<file path="src/rtl/kgp_defs.sv">
`default_nettype none
// ============================================================================
//  Module      : kgp_defs (package)
//  Description : State encodings, opcode values and opcode classes shared by
//                the multicycle sequencer and its datapath.
//  Revision    : 1.0 - initial release
// ============================================================================
package kgp_defs;

    typedef enum logic [2:0] {
        ST_IDLE   = 3'd0,
        ST_FETCH  = 3'd1,
        ST_DECODE = 3'd2,
        ST_EXEC   = 3'd3,
        ST_MEM    = 3'd4,
        ST_WB     = 3'd5,
        ST_HALT   = 3'd6
    } state_e;

    typedef enum logic [2:0] {
        CLS_RTYPE   = 3'd0,
        CLS_IMM     = 3'd1,
        CLS_LOAD    = 3'd2,
        CLS_STORE   = 3'd3,
        CLS_BRANCH  = 3'd4,
        CLS_HALT    = 3'd5,
        CLS_ILLEGAL = 3'd6
    } class_e;

    localparam logic [31:0] c_OP_RTYPE  = 32'h00;
    localparam logic [31:0] c_OP_IMM    = 32'h01;
    localparam logic [31:0] c_OP_LOAD   = 32'h02;
    localparam logic [31:0] c_OP_STORE  = 32'h03;
    localparam logic [31:0] c_OP_BRANCH = 32'h04;
    localparam logic [31:0] c_OP_HALT   = 32'h3F;

    // Opcode is zero-extended to 32 bits by the caller so any OPW up to 32 fits.
    function automatic class_e classify(input logic [31:0] op);
        class_e cls;
        case (op)
            c_OP_RTYPE:  cls = CLS_RTYPE;
            c_OP_IMM:    cls = CLS_IMM;
            c_OP_LOAD:   cls = CLS_LOAD;
            c_OP_STORE:  cls = CLS_STORE;
            c_OP_BRANCH: cls = CLS_BRANCH;
            c_OP_HALT:   cls = CLS_HALT;
            default:     cls = CLS_ILLEGAL;
        endcase
        return cls;
    endfunction

endpackage : kgp_defs
`default_nettype wire

</file>
<file path="src/rtl/instr_counter.sv">
`default_nettype none
// ============================================================================
//  Module      : instr_counter
//  Description : Free-running retired-instruction counter, wraps at all-ones.
//  Revision    : 1.0 - initial release
// ============================================================================
module instr_counter #(
    parameter int WIDTH = 16
) (
    input  logic             clk,
    input  logic             rst,
    input  logic             inc_en_i,
    output logic [WIDTH-1:0] count_o
);

    logic [WIDTH-1:0] count_q;

    always_ff @(posedge clk or posedge rst) begin
        if (rst) begin
            count_q <= '0;
        end else if (inc_en_i) begin
            count_q <= count_q + WIDTH'(1);
        end
    end

    assign count_o = count_q;

endmodule : instr_counter
`default_nettype wire

</file>
<file path="src/rtl/multicycle_sequencer.sv">
`default_nettype none
// ============================================================================
//  Module      : multicycle_sequencer
//  Description : Moore control FSM for a multicycle processor: fetch, decode,
//                execute, memory and write-back sequencing plus retire count.
//  Revision    : 1.0 - initial release
// ============================================================================
module multicycle_sequencer
    import kgp_defs::*;
#(
    parameter int OPW   = 6,
    parameter int CNT_W = 16
) (
    input  logic             clk,
    input  logic             rst,
    input  logic             run,
    input  logic [OPW-1:0]   opcode,
    input  logic             mem_ready,
    output logic             mem_read,
    output logic             mem_write,
    output logic             ir_write,
    output logic             pc_write,
    output logic             pc_write_cond,
    output logic             alu_en,
    output logic             reg_write,
    output logic             mem2reg,
    output logic             illegal,
    output logic             halted,
    output logic [2:0]       state,
    output logic [CNT_W-1:0] retired
);

    state_e state_q, state_d;
    class_e class_q, class_d;
    logic   illegal_q, illegal_d;
    logic   retire_en;
    class_e opc_class;

    assign opc_class = classify(32'(opcode));

    always_ff @(posedge clk or posedge rst) begin
        if (rst) begin
            state_q   <= ST_IDLE;
            class_q   <= CLS_RTYPE;
            illegal_q <= 1'b0;
        end else begin
            state_q   <= state_d;
            class_q   <= class_d;
            illegal_q <= illegal_d;
        end
    end

    always_comb begin
        state_d   = state_q;
        class_d   = class_q;
        illegal_d = 1'b0;
        retire_en = 1'b0;
        unique case (state_q)
            ST_IDLE: begin
                if (run) state_d = ST_FETCH;
            end
            ST_FETCH: begin
                if (mem_ready) state_d = ST_DECODE;
            end
            ST_DECODE: begin
                class_d = opc_class;
                case (opc_class)
                    CLS_HALT: begin
                        state_d   = ST_HALT;
                        retire_en = 1'b1;
                    end
                    CLS_ILLEGAL: begin
                        state_d   = ST_FETCH;
                        illegal_d = 1'b1;
                    end
                    default: state_d = ST_EXEC;
                endcase
            end
            ST_EXEC: begin
                case (class_q)
                    CLS_RTYPE, CLS_IMM:   state_d = ST_WB;
                    CLS_LOAD, CLS_STORE:  state_d = ST_MEM;
                    CLS_BRANCH: begin
                        state_d   = ST_FETCH;
                        retire_en = 1'b1;
                    end
                    default:              state_d = ST_FETCH;
                endcase
            end
            ST_MEM: begin
                if (mem_ready) begin
                    if (class_q == CLS_LOAD) begin
                        state_d = ST_WB;
                    end else begin
                        state_d   = ST_FETCH;
                        retire_en = 1'b1;
                    end
                end
            end
            ST_WB: begin
                state_d   = ST_FETCH;
                retire_en = 1'b1;
            end
            ST_HALT: begin
                state_d = ST_HALT;
            end
            default: state_d = ST_IDLE;
        endcase
    end

    // Strobes decode only registered state so no input reaches an output.
    // FETCH enables stay high for the whole fetch; the datapath commits them
    // on the mem_ready cycle. The illegal flag is registered, so it shows up
    // in the cycle that follows DECODE.
    always_comb begin
        mem_read      = 1'b0;
        mem_write     = 1'b0;
        ir_write      = 1'b0;
        pc_write      = 1'b0;
        pc_write_cond = 1'b0;
        alu_en        = 1'b0;
        reg_write     = 1'b0;
        mem2reg       = 1'b0;
        halted        = 1'b0;
        unique case (state_q)
            ST_FETCH: begin
                mem_read = 1'b1;
                ir_write = 1'b1;
                pc_write = 1'b1;
            end
            ST_EXEC: begin
                alu_en        = 1'b1;
                pc_write_cond = (class_q == CLS_BRANCH);
            end
            ST_MEM: begin
                mem_read  = (class_q == CLS_LOAD);
                mem_write = (class_q == CLS_STORE);
            end
            ST_WB: begin
                reg_write = 1'b1;
                mem2reg   = (class_q == CLS_LOAD);
            end
            ST_HALT: begin
                halted = 1'b1;
            end
            default: ;
        endcase
    end

    assign illegal = illegal_q;
    assign state   = state_q;

    instr_counter #(
        .WIDTH (CNT_W)
    ) u_instr_counter (
        .clk      (clk),
        .rst      (rst),
        .inc_en_i (retire_en),
        .count_o  (retired)
    );

endmodule : multicycle_sequencer
`default_nettype wire

</file>
<file path="config.mk">
export PLATFORM = sky130hd
export DESIGN_NAME = multicycle_sequencer
export DESIGN_NICKNAME = d
export VERILOG_FILES = /design/src/rtl/kgp_defs.sv /design/src/rtl/instr_counter.sv /design/src/rtl/multicycle_sequencer.sv
export SDC_FILE = /design/constraint.sdc
export NUM_CORES = 1
export LEC_CHECK = 0
export ABC_AREA = 1
export CAP_MARGIN = 20
export CORE_ASPECT_RATIO = 1.25
export CORE_MARGIN = 2
export CORE_UTILIZATION = 48
export DETAILED_ROUTE_END_ITERATION = 8
export GPL_TIMING_DRIVEN = 1
export PLACE_DENSITY = 0.83
export SLEW_MARGIN = 40
export SYNTH_ARGS = -nofsm -noshare
export SYNTH_HDL_FRONTEND = slang
export SYNTH_SLANG_ARGS = --single-unit
</file>
<file path="constraint.sdc">
create_clock -name clk -period 1.6 [get_ports clk]
set_clock_uncertainty 0.1 [all_clocks]
set_input_delay 0.32 -clock clk [delete_from_list [all_inputs] [get_ports clk]]
set_output_delay 0.32 -clock clk [all_outputs]
set_load 0.005 [all_outputs]
</file>
==> results.md <==
- Status: complete, but fails checks
- Failing checks: setup timing
- Yosys reg bits: 23
- I/O Buffers: 38
- CTS tree: yes
- Req. time, crit path: 1180 ps
- Max IR drop VDD: 1.14 mV
- TritonCTS Sinks: 23
- Post-Synth Simple-Gate Area: 0.431
- Initial antenna violation count: 0
- Relative slew margins: 0.750
- Crit path arrival time: 1570 ps
- First-pass GRT wire length: 9.60 mm
- Most instantiated cells after synthesis: nand2_1, nand3_1, nor2_1
- FF-to-FF path depth: 11
- Largest net degree at the start of global routing: 24
- Final setup fails: 34
- GR Util met2: 0.643
- Drt drc: 0
- Synth area leader: dfrtp_1
- Setup TNS: -7210 ps
- Clock transition at path regs: 160 ps
- Setup CP Type: flip-flop to output pin
- Syn Area/Cell: 6.86 µm²
- Critical path cell sequence: buf_6 > nor2_4 > nand2_2 > buf_6 > o21ai_4 > buf_2
- Hold WS: 198 ps
- Total power: 3.25 mW
- Crit. End Element: output pin
- Layout net count: 338
- GR peak layer: met2
- Netlist Area Pre-Place: 1510 µm²
- DR iter-0 viols: 254
- Latest clock arrival within the worst-skew pair: 370 ps
- RSZ-0062 raised after global routing: true
- Worst R2R Start: state[1]
- Fmax: 503 MHz
- Multiplexer area fraction after synthesis: 0
- Die W: 54.2 µm
- DRT Pass-1 Iters: 5
- CP startpoint: state[1]
- Sequential fraction of the synthesis area: 0.381
- DIE AREA: 3610 µm²
- CP Capture Point: mem_read
- R2r setup slk: -330 ps
- Reg-to-Reg End: u_instr_counter.count_o[7]
- Final slew viol count: 0
- Main combinational cell family by area after synthesis: simple AND/OR/NAND/NOR gates
- Fin util: 0.941
- Actual slew at the worst max-slew pin: 371 ps
- Vias per inst: 6.52
- Hold crit path type: input port to async pin
- Adder-Cell Fraction of Synth Area: 0.00829
- Num ports: 39
- Yosys cell types: 22
- Starting Density: 0.508
- Synth top area share: 0.381
- Pwr/cell area: 1160 nW/µm²
- YS warnings: 0
- Worst path most repeated cell: buf_6
- Maxcap violations: 0
- Worst path max stage delay: 460 ps
- Final min period: 1990 ps
- Clock buffer depth: 2
- Clk Tree Root Cell: clkbuf_4
- Layout cells sized above 1: 0.426
- GPL Wtd Cong: 0.823
- Mapped Cells: 220
- Final period utilization: 1.24
- Final ANT Viol Nets: 0
- Largest fanout on the critical path: 3
- CTS Buf Count: 3
- Largest cells by area after synthesis: dfrtp_1, nand2_1, nand3_1
- ANT cells: 0
- Avg WL per Cell: 23.1 µm
- Main synth FF type: dfrtp_1
- Synthesis-to-finish area growth: 85.2%
- GR Overflow Total: 0
- Total number of vias: 2361
- Hold_buf cts: 0
- Routed WL: 8.36 mm
- Core ar.: 2970 µm²
- Final worst slack: -388 ps
- Worst Setup Start Kind: flip-flop
- # rows: 22
- Vias in the first global route: 1990
- Global-route usage over all layers: 0.374
- XOR/XNOR Fraction of Synth Area: 0.0580
- Synth Area in Compound Gates: 0.0298
- Die H: 66.7 µm
- Fin. Hold Viols: 0
- Post-detail-place hpwl: 2.82 mm
- Number of flops mapped to enable cells by yosys: 0
- Most frequent cell after synthesis: nand2_1
- GRT met1 Usage: 0.425
- Leak: 1.48 nW
- Syn Nets: 231
- Met3 Use GR: 0.0605
- Async SR Flop Fraction: 1.00
- Htree depth: 1
- Crit path max-delay cell type: dfrtp_1
worst max-delay path: cells and delay by family (launching register included):
family	cells	cell delay, ps
flip-flops	1	460
AND/OR/NAND/NOR	2	210
buffers and inverters	3	410
AO/OA/AOI/OAI	1	120
sequential cells by signal (all words and copies together), names as in the netlist:
register	count
class_q	3
illegal	1
state	3
u_instr_counter.count_o	16
final cells by class:
cell class                      count  area (µm²)
Tap cell                           36        45.0
Timing Repair Buffer              105         972
Sequential cell                    23         581
Fill cell                          96         176
Inverter                           27         114
Clock buffer                        4        26.3
Multi-Input combinational cell    167        1060
stage by stage:
stage | instances | area (µm²) | setup WS, ps
finish | 362 | 2800 | -388
global route | 362 | 2800 | -416
CTS | 354 | 2610 | -250
detailed placement | 318 | 2160 | -197
global placement | 318 | 2160 | -144
floorplan | 220 | 1510 | 115
what timing repair did:
action,in CTS,in global routing
gates cloned,2,1
pin swaps,26,9
gates resized for setup,109,35
endpoints found under the setup margin,44,34
buffers inserted,30,9
per-layer routing:
metal | part of all wire | routed length (µm)
met3 | 0.12 | 1040
met4 | 0.10 | 850
met2 | 0.46 | 3820
met5 | 0 | 0
met1 | 0.32 | 2640
cell families after synthesis:
kind of cell	count (synthesis)
AO/OA/AOI/OAI	9
XOR/XNOR	10
adder cells (fa/ha/maj)	1
buffers and inverters	31
flip-flops	23
AND/OR/NAND/NOR	146
worst min path at each step:
stage                                 from                     endpoint
2_1_floorplan                          rst                   class_q[0]
3_3_place_gp   u_instr_counter.count_o[15]  u_instr_counter.count_o[15]
3_5_place_dp   u_instr_counter.count_o[15]  u_instr_counter.count_o[15]
4_1_cts                                rst                     state[0]
5_1_grt                                rst                     state[0]
6_report                               rst                     state[0]
report_power, final:
group / internal [mW] / leakage [nW] / switching [mW] / total [mW]
registers: 0.692 / 0.303 / 0.114 / 0.806
logic: 0.994 / 1.17 / 1.12 / 2.12
clock network: 0.0988 / 0.0150 / 0.234 / 0.333
total: 1.78 / 1.48 / 1.47 / 3.25
layout by cell type, fill, tap and decap left out, types with 5 or more instances in the layout:
master	synthesis	layout
buf_12	0	5
buf_2	0	6
buf_4	3	48
buf_6	0	14
clkdlybuf4s50_1	0	10
dfrtp_1	23	19
dlygate4sd2_1	0	15
inv_1	24	21
nand2_1	72	62
nand2_2	1	8
nand3_1	30	11
nand3_2	1	16
nor2_1	27	21
nor2_4	3	10
o21ai_0	9	7
xnor2_1	6	6
No activity file was read; power rests on OpenSTA's default activity.
